**src/rtl/mpc_pkt_pkg.sv**
```systemverilog
// Shared types and constants for the packet reader on the port-FIFO read side.
package mpc_pkt_pkg;
  typedef enum logic {S_HDR, S_PAY} pkt_rd_state_t;

  localparam int unsigned HDR_LEN_LSB   = 0;
  localparam int unsigned PKT_LEN_WIDTH = 4;
  typedef logic [PKT_LEN_WIDTH-1:0] pkt_len_t;
endpackage

```
**src/rtl/fifo_pkt_reader.sv**
```systemverilog
// Pops header-delimited packets from an FWFT FIFO and re-presents them as a
// valid/ready stream with sop/eop markers, one word per cycle.
module fifo_pkt_reader
  import mpc_pkt_pkg::*;
#(
  parameter int unsigned DATA_WIDTH    = 8,
  parameter int unsigned LEN_WIDTH     = 4,
  parameter int unsigned PKT_CNT_WIDTH = 16
) (
  input  logic                     clk,
  input  logic                     rst_n,
  input  logic [DATA_WIDTH-1:0]    fifo_dout,
  input  logic                     fifo_empty,
  output logic                     fifo_rd_en,
  output logic [DATA_WIDTH-1:0]    out_data,
  output logic                     out_valid,
  input  logic                     out_ready,
  output logic                     out_sop,
  output logic                     out_eop,
  output logic                     in_pkt,
  output logic [PKT_CNT_WIDTH-1:0] pkt_cnt
);

  pkt_rd_state_t            state_q, state_d;
  logic [LEN_WIDTH-1:0]     remain_q, remain_d;
  logic [DATA_WIDTH-1:0]    data_q, data_d;
  logic                     valid_q, valid_d;
  logic                     sop_q, sop_d;
  logic                     eop_q, eop_d;
  logic [PKT_CNT_WIDTH-1:0] cnt_q, cnt_d;

  logic                     pop;
  logic                     accept;
  logic [LEN_WIDTH-1:0]     hdr_len;

  assign hdr_len = fifo_dout[HDR_LEN_LSB +: LEN_WIDTH];
  assign accept  = valid_q & out_ready;
  // Reset gating keeps the FIFO untouched while both blocks are held in reset.
  assign pop     = rst_n & ~fifo_empty & (~valid_q | out_ready);

  always_comb begin
    state_d  = state_q;
    remain_d = remain_q;
    data_d   = data_q;
    valid_d  = valid_q;
    sop_d    = sop_q;
    eop_d    = eop_q;
    cnt_d    = cnt_q;

    if (accept && eop_q) cnt_d = cnt_q + 1'b1;

    if (pop) begin
      data_d  = fifo_dout;
      valid_d = 1'b1;
      unique case (state_q)
        S_HDR: begin
          sop_d = 1'b1;
          if (hdr_len == '0) begin
            eop_d = 1'b1;
          end else begin
            eop_d    = 1'b0;
            remain_d = hdr_len;
            state_d  = S_PAY;
          end
        end
        S_PAY: begin
          sop_d    = 1'b0;
          remain_d = remain_q - 1'b1;
          if (remain_q == LEN_WIDTH'(1)) begin
            eop_d   = 1'b1;
            state_d = S_HDR;
          end else begin
            eop_d = 1'b0;
          end
        end
        default: state_d = S_HDR;
      endcase
    end else if (accept) begin
      valid_d = 1'b0;
      sop_d   = 1'b0;
      eop_d   = 1'b0;
    end
  end

  always_ff @(posedge clk or negedge rst_n) begin
    if (!rst_n) begin
      state_q  <= S_HDR;
      remain_q <= '0;
      data_q   <= '0;
      valid_q  <= 1'b0;
      sop_q    <= 1'b0;
      eop_q    <= 1'b0;
      cnt_q    <= '0;
    end else begin
      state_q  <= state_d;
      remain_q <= remain_d;
      data_q   <= data_d;
      valid_q  <= valid_d;
      sop_q    <= sop_d;
      eop_q    <= eop_d;
      cnt_q    <= cnt_d;
    end
  end

  assign fifo_rd_en = pop;
  assign out_data   = data_q;
  assign out_valid  = valid_q;
  assign out_sop    = sop_q;
  assign out_eop    = eop_q;
  assign in_pkt     = (state_q == S_PAY);
  assign pkt_cnt    = cnt_q;

endmodule

```
**config.mk**
```make
export PLATFORM = sky130hd
export DESIGN_NAME = fifo_pkt_reader
export DESIGN_NICKNAME = d
export VERILOG_FILES = /design/src/rtl/mpc_pkt_pkg.sv /design/src/rtl/fifo_pkt_reader.sv
export SDC_FILE = /design/constraint.sdc
export NUM_CORES = 1
export LEC_CHECK = 0
export ABC_AREA = 1
export BUFFER_PORTS_ARGS = -buffer_cell sky130_fd_sc_hd__buf_2
export CORE_ASPECT_RATIO = 0.6
export CORE_UTILIZATION = 55
export CTS_CLUSTER_DIAMETER = 200
export CTS_CLUSTER_SIZE = 40
export DETAILED_ROUTE_END_ITERATION = 16
export GPL_ROUTABILITY_DRIVEN = 1
export PLACE_DENSITY = 0.95
export SLEW_MARGIN = 20
export SYNTH_ARGS = -nofsm -noshare
export SYNTH_HDL_FRONTEND = slang
export SYNTH_SLANG_ARGS = --single-unit
```
**constraint.sdc**
```tcl
create_clock -name clk -period 4 [get_ports clk]
set_clock_uncertainty 0.05 [all_clocks]
set_input_delay 0.8 -clock clk [delete_from_list [all_inputs] [get_ports clk]]
set_output_delay 0.8 -clock clk [all_outputs]
set_load 0.1 [all_outputs]
```
==> flow_summary.yaml, run 1 <==
worst_setup_path:
  cp_max_fo: 10
  end_kind: "output port"
  worstSetupStartpoint: "fifo_empty"
  slowest_stage: "buf_2"
  cp-start-kind: "input pin"
  crit_arrival_ns: 1.90
  crit_type: "in2out"
  r2r_start: "pkt_cnt[0]"
  cp_common_cell: "buf_2"
  cpLargestDelayFamily: "buffers and inverters"
  path_cells: "buf_2 > inv_1 > nand2_1 > a21oi_4 > buf_2"
  critical_path_required_ns: 3.15
  critPathBufInv: 3
  cpPeakStageDelay_ns: 0.51
final_layout:
  fin_nets: 250
  drive_above_1_share_pct: 25.0
  layout_commonest_cell: "nand2_1"
  stdcell_count: 268
  utilization_pct: 73.6
  num_antenna_cells: 0
  syn_to_final_growth_pct: 21.5
  final_cell_mix: "nand2_1 (58), buf_2 (40), dfrtp_1 (32)"
logic_synthesis:
  synth_fa_ha_area_share_pct: 2.37
  synth_area_leader_cell: "dfrtp_1"
  synth_top_family_by_area: "simple AND/OR/NAND/NOR gates"
  synth_area_mm2: 0.00158
  syn-instance-count: 189
  ys_types: 27
  syn_area_per_cell_um2: 8.37
  synthSimpleGateAreaFrac_pct: 28.2
  synth_seq_area_share_pct: 50.6
  synth-compound-area-share_pct: 7.83
  synthMuxAreaShare_pct: 0
  yosysWarningCount: 0
  synth_area_leaders: "dfrtp_1 (51%), nand2_1 (14%), inv_1 (5.2%), nor2_1 (5.2%), o21ai_0 (2.8%)"
  synthXorXnorAreaFrac_pct: 3.88
  synth_seq_cells: 32
  synth_top_area_share_pct: 50.6
  syn_nets: 204
place:
  io_buffers: 40
  dpl.cell_count: 260
  place_hpwl_um: 2660
  gp_congestion: 0.914
  dp_slack_ns: 1.25
grt:
  grt_pass1_vias: 1257
  antenna_found_initial: 0
  grt_max_degree: 33
  grt_pass1_wl_um: 5820
  grt-ovfl-total: 0
  track_usage_pct: 25.1
clock_network:
  clk-insertion-delay-late_ns: 0.28
  cts_buffer_depth: 2
  numClockSinks: 32
  cts_tree: "built"
  cts_resized: 0
  path_clk_slew_ns: 0.06
  postCtsHoldBufs: 0
  post_cts_buffers: 0
  ctsRootBufferMaster: "clkbuf_8"
  cts_buffers: 5
  cts_max_level: 2
detailed_routing:
  vias: 1380
  drt_iter0_markers: 128
  drcViolationCount: 3
  firstDrtPassIters: 11
  viasPerCell: 5.15
  drt_wl_total_um: 3520
  ant_nets: 0
  detail_route.wl_per_cell_um: 13.1
timing:
  max_slew.worst_pin.slew_ns: 0.492
  slew_violations: 0
  finalSetupViolCount: 0
  clock.fmax_mhz: 363
  period_needed_ns: 2.75
  hold_violations: 0
  maxSlewHeadroom_pct: 67.4
  worst_slack_ns: 1.25
  rsz0062_at_grt: "no"
  fin_crit_sh_pct: 68.8
  holdWs_ns: 0.418
  tns_ns: 0
die:
  die_h_um: 43.5
  ios: 41
  rows: 14
  die_x_um: 71.2
  die-area_mm2: 0.00310
  start_util_pct: 60.6
  fp.coreArea_mm2: 0.00261
pwr:
  power.density_mw_per_mm2: 658
  peakVddDrop_mv: 0.456
  leakagePower_uw: 0.00103
flow_run:
  max_cap_violations: 0
worst_hold_path:
  min_from: "out_data[0]"
  hp-class: "reg2reg"
outcome:
  violations: "DRC"
  outcome: "finished with violations"
-- logic make-up (layout without fill, tap and decap cells) --
| logic type | Yosys count | count (layout) |
|---|---|---|
| adders and majority gates | 3 | 3 |
| AOI/OAI and AO/OA | 18 | 18 |
| DFF | 32 | 32 |
| and+or+nand+nor | 102 | 102 |
| xor gates and xnor gates | 7 | 7 |
| buffers and inverters | 27 | 74 |
-- synthesized netlist by cell type --
cell type  instances
inv_1             22
clkinv_2           1
nand4_1            6
o21a_1             1
nand2_2            1
clkinv_1           1
nand3_1            7
nor3_1             2
o21ai_0            9
xor2_1             4
nor2_1            22
dfrtp_1           32
a21oi_1            1
ha_1               3
nand2_4            2
nand3b_1           3
clkbuf_1           1
inv_4              1
o21ai_1            1
buf_6              1
xnor2_1            3
o21ai_2            3
nor2_4             1
a21oi_4            1
o22ai_2            1
a31oi_1            1
nand2_1           58
-- report_power, final --
| part | leakage (uW) | internal (uW) | switching (uW) |
|---|---|---|---|
| logic | 0.000565 | 104 | 422 |
| registers | 0.000412 | 381 | 64.6 |
| clock network | 0.0000552 | 184 | 109 |
| total | 0.00103 | 670 | 595 |
-- area by class of cell --
class	instances	area, um^2
sequential	32	801
fill	193	688
multi-input combinational	130	668
timing repair buffer	41	208
inverter	25	97.6
clock buffer	6	72.6
tap	32	40.0
clock inverter	2	35.0
-- stage by stage --
stage                     power, uW  area [um^2]
after global placement          956         1810
after floorplan                 872         1580
after global routing           1330         1920
after detailed placement        972         1810
final                          1270         1920
after CTS                      1270         1920
-- worst register-to-register path, cell delays in order (launching register included) --
cell	delay, ns
dfrtp_1	0.44
ha_1	0.24
nand2_1	0.08
inv_1	0.05
nand3_1	0.17
clkinv_1	0.24
nand3b_1	0.15
nand2_1	0.07
-- per-layer routing --
layer	vias to the layer above	global-route usage, %	wire length [um]
met5	-	0	0
met4	0	7.60	17
met3	4	6.98	249
met2	60	38.1	1550
met1	630	35.6	1710
li1	686	-	-
-- final timing paths --
check | to | slack, ns | depth (start not counted)
hold / removal | out_data[0] | 0.42 | 2
setup reg to reg | pkt_cnt[8] | 2.40 | 7
min in group asynchronous | out_sop | 0.50 | 2
setup / recovery | fifo_rd_en | 1.25 | 5
hold reg to reg | out_data[0] | 0.42 | 2
max in group asynchronous | out_data[3] | 3.10 | 2
-- flip-flops by register name (all words and copies together) (netlist names) --
signal	count
remain_q	4
out_data	8
out_eop	1
out_sop	1
out_valid	1
pkt_cnt	16
in_pkt	1
No activity file was read; power rests on OpenSTA's default activity.
==> run 2, diff against run 1 <==
Settings changed: CORE_UTILIZATION 55 to 52, PLACE_DENSITY 0.95 to 0.91.
Clock period 4 ns to 2.9 ns, I/O delays scaled along.
==> flow_summary.yaml, run 2 (synthesis gave the netlist of run 1 again) <==
worst_setup_path:
  r2r_start: "pkt_cnt[0]"
  cp-start-kind: "flop"
  end_kind: "output port"
  crit_type: "reg2out"
  reg2regPathDepth: 7
  ff2ff_setup_slack_ns: 1.36
  crit_arrival_ns: 1.31
  slowest_stage: "dfrtp_1"
  path_cells: "nand2_4 > a21oi_4 > buf_12"
  cp_max_fo: 6
  cpPeakStageDelay_ns: 0.50
  r2r_end: "pkt_cnt[8]"
  critical_path_required_ns: 2.27
clock_network:
  numClockSinks: 32
  cts_resized: 0
  cts_buffer_depth: 2
  post_cts_buffers: 0
  ctsRootBufferMaster: "clkbuf_8"
  clk-insertion-delay-late_ns: 0.28
  cts_max_level: 2
  postCtsHoldBufs: 0
  path_clk_slew_ns: 0.07
  cts_tree: "built"
  cts_buffers: 5
die:
  rows: 15
  die_x_um: 73.2
  fp.coreArea_mm2: 0.00287
  ios: 41
  die-area_mm2: 0.00327
  die_h_um: 44.7
  start_util_pct: 55.1
grt:
  grt_max_degree: 33
  track_usage_pct: 22.0
  antenna_found_initial: 0
  grt_pass1_vias: 1181
  grt_pass1_wl_um: 5310
  grt-ovfl-total: 0
place:
  place_hpwl_um: 2500
  gp_congestion: 0.859
  io_buffers: 40
  dp_slack_ns: 1.05
pwr:
  total_power_uw: 1680
  power.density_mw_per_mm2: 867
  leakagePower_uw: 0.00104
  peakVddDrop_mv: 0.567
timing:
  holdWs_ns: 0.273
  rsz0062_at_grt: "no"
  slew_violations: 0
  max_slew.worst_pin.slew_ns: 0.491
  fin_crit_sh_pct: 66.8
  worst_slack_ns: 0.962
  finalSetupViolCount: 0
  maxSlewHeadroom_pct: 67.5
  period_needed_ns: 1.94
  hold_violations: 0
  tns_ns: 0
  clock.fmax_mhz: 516
detailed_routing:
  vias: 1389
  viasPerCell: 4.98
  drt_iter0_markers: 120
  firstDrtPassIters: 4
  ant_nets: 0
  detail_route.wl_per_cell_um: 11.5
  drcViolationCount: 0
  drt_wl_total_um: 3200
final_layout:
  layout_commonest_cell: "nand2_1"
  syn_to_final_growth_pct: 22.8
  num_antenna_cells: 0
  utilization_pct: 67.6
  fin_nets: 251
  drive_above_1_share_pct: 25.7
  final_cell_mix: "nand2_1 (58), buf_2 (39), dfrtp_1 (32)"
  largest_reg_flops: 16
outcome:
  outcome: "complete, no violations"
flow_run:
  max_cap_violations: 0
worst_hold_path:
  hp-class: "in2async"
## run 2: power by group
group	internal (uW)	switching [uW]	leakage [uW]	total, uW
Combinational	147	583	0.000574	731
Sequential	526	78.7	0.000412	604
Clock	189	160	0.0000510	349
Total	862	822	0.00104	1680
## run 2: how the worst max path moves through the flow
stage | start | slack [ns] | to
3_3_place_gp | fifo_empty | 1.05 | fifo_rd_en
5_1_grt | out_valid | 0.88 | fifo_rd_en
4_1_cts | out_valid | 0.95 | fifo_rd_en
2_1_floorplan | out_valid | 0.32 | fifo_rd_en
6_report | out_valid | 0.96 | fifo_rd_en
3_5_place_dp | fifo_empty | 1.05 | fifo_rd_en
## run 2: worst max-delay path: cells and delay by family, from the launching register on
family | cells | cell delay, ns
and+or+nand+nor | 1 | 0.11
DFF | 1 | 0.50
buffers and inverters | 1 | 0.20
AOI/OAI and AO/OA | 1 | 0.20
## run 2: area by class of cell
cell class / instances / area (um^2)
fillers: 240 / 930
flip-flops and latches: 32 / 801
multi-input cells: 130 / 668
repair buffers: 42 / 230
inverters: 25 / 97.6
clock buffers: 6 / 82.6
well taps: 42 / 52.6
clock inverters: 2 / 10.0
## run 2: per-layer routing
| layer | track usage (%) | routed length [um] |
|---|---|---|
| met1 | 33.4 | 1630 |
| met4 | 5.49 | 15 |
| met2 | 30.4 | 1330 |
| met5 | 0 | 0 |
| met3 | 7.14 | 229 |
## run 2: through the flow
| stage | instances | cell area [um^2] |
|---|---|---|
| floorplan | 189 | 1580 |
| global placement | 271 | 1850 |
| detailed placement | 271 | 1850 |
| CTS | 279 | 1940 |
| global route | 279 | 1940 |
| finish | 279 | 1940 |
==> run 3, diff against run 2 <==
Clock period 2.9 ns to 1.9 ns, I/O delays scaled along.
==> flow_summary.yaml, run 3 (synthesis gave the netlist of run 1 again) <==
final_layout:
  drive_above_1_share_pct: 27.0
  largest_reg_flops: 16
  fin_nets: 251
  num_antenna_cells: 0
  syn_to_final_growth_pct: 24.4
  layout_commonest_cell: "nand2_1"
  final_cell_mix: "nand2_1 (58), buf_2 (39), dfrtp_1 (28)"
  fillers: 251
clock_network:
  cts_resized: 0
  cts_tree: "built"
  postCtsHoldBufs: 0
  cts_max_level: 2
  ctsRootBufferMaster: "clkbuf_8"
  cts_buffers: 5
  numClockSinks: 32
  path_clk_slew_ns: 0.07
  cts_buffer_depth: 2
  post_cts_buffers: 0
  clk-insertion-delay-late_ns: 0.28
worst_setup_path:
  path_cells: "buf_2"
  crit_type: "reg2out"
  reg2regPathDepth: 5
  ff2ff_setup_slack_ns: 0.46
  r2r_start: "pkt_cnt[4]"
  crit_arrival_ns: 1.27
  end_kind: "output port"
  slowest_stage: "dfrtp_1"
  r2r_end: "pkt_cnt[9]"
  worstSetupStartpoint: "in_pkt"
  cpLargestDelayFamily: "flip-flops"
  critical_path_required_ns: 1.47
  cpPeakStageDelay_ns: 0.50
  cp_max_fo: 9
  endpoint: "in_pkt"
  cp.depth: 1
  critPathBufInv: 1
  cp-start-kind: "flop"
detailed_routing:
  drcViolationCount: 1
  firstDrtPassIters: 10
  vias: 1357
  drt_wl_total_um: 3420
  ant_nets: 0
  viasPerCell: 4.86
  drt_iter0_markers: 134
  detail_route.wl_per_cell_um: 12.3
pwr:
  total_power_uw: 2680
  leakagePower_uw: 0.00104
  power.density_mw_per_mm2: 1360
  peakVddDrop_mv: 0.968
grt:
  antenna_found_initial: 0
  grt-ovfl-total: 0
  track_usage_pct: 23.9
  grt_pass1_wl_um: 5660
  grt_pass1_vias: 1244
  grt_max_degree: 33
timing:
  hold_violations: 0
  finalSetupViolCount: 0
  period_needed_ns: 1.70
  rsz0062_at_grt: "no"
  slew_violations: 0
  holdWs_ns: 0.104
  clock.fmax_mhz: 587
  fin_crit_sh_pct: 89.7
  maxSlewHeadroom_pct: 66.6
  max_slew.worst_pin.slew_ns: 0.504
die:
  ios: 41
  rows: 15
  die-area_mm2: 0.00327
  die_x_um: 73.2
  start_util_pct: 55.1
  fp.coreArea_mm2: 0.00287
  die_h_um: 44.7
worst_hold_path:
  hp-class: "in2async"
place:
  gp_congestion: 0.840
  io_buffers: 40
  place_hpwl_um: 2600
flow_run:
  max_cap_violations: 0
outcome:
  violations: "DRC"
  outcome: "finished with violations"
==> run 3: cell types whose count changed in the layout (fill, tap and decap cells not counted), sizes merged <==
| cell | change |
|---|---|
| bufinv | +1 |
| clkinv | -1 |
==> run 3: metal layers <==
| metal | part of all wire, % | wire, um | global-route usage, % |
|---|---|---|---|
| met1 | 50 | 1700 | 33.9 |
| met3 | 6.3 | 217 | 6.70 |
| met2 | 43 | 1460 | 35.0 |
| met5 | 0 | 0 | 0 |
| met4 | 1.3 | 44 | 9.80 |
==> run 3: layout make-up <==
type | count | area (um^2) | share of cell area, %
clock inverters | 2 | 35.0 | 1.78
well taps | 42 | 52.6 | 2.67
repair buffers | 42 | 230 | 11.7
flip-flops and latches | 32 | 808 | 41.1
clock buffers | 6 | 72.6 | 3.69
inverters | 25 | 101 | 5.15
multi-input cells | 130 | 668 | 33.9
==> run 3: worst min path at each step <==
stage | from | endpoint | slack [ns] | cells past startpoint
floorplan | rst_n | in_pkt | 0.03 | 0
global placement | out_data[6] | out_data[6] | 0.40 | 2
detailed placement | out_data[0] | out_data[0] | 0.41 | 2
CTS | rst_n | pkt_cnt[5] | 0.12 | 2
global route | rst_n | out_data[7] | 0.13 | 2
finish | rst_n | pkt_cnt[4] | 0.10 | 2
==> run 3: through the flow <==
stage / cells / util [%] / setup WS, ns / setup TNS, ns / area [um^2]
2_1_floorplan: 189 / - / -0.0891 / -0.753 / 1590
3_3_place_gp: 271 / 64.8 / 0.494 / 0 / 1860
3_5_place_dp: 271 / 64.8 / 0.474 / 0 / 1860
4_1_cts: 279 / 68.5 / 0.195 / 0 / 1970
5_1_grt: 279 / 68.5 / 0.149 / 0 / 1970
6_report: 279 / 68.5 / 0.196 / 0 / 1970
==> run 3: where the power goes <==
group	total, uW	switching, uW	internal [uW]
logic	1120	892	227
registers	922	114	808
clock network	640	251	389
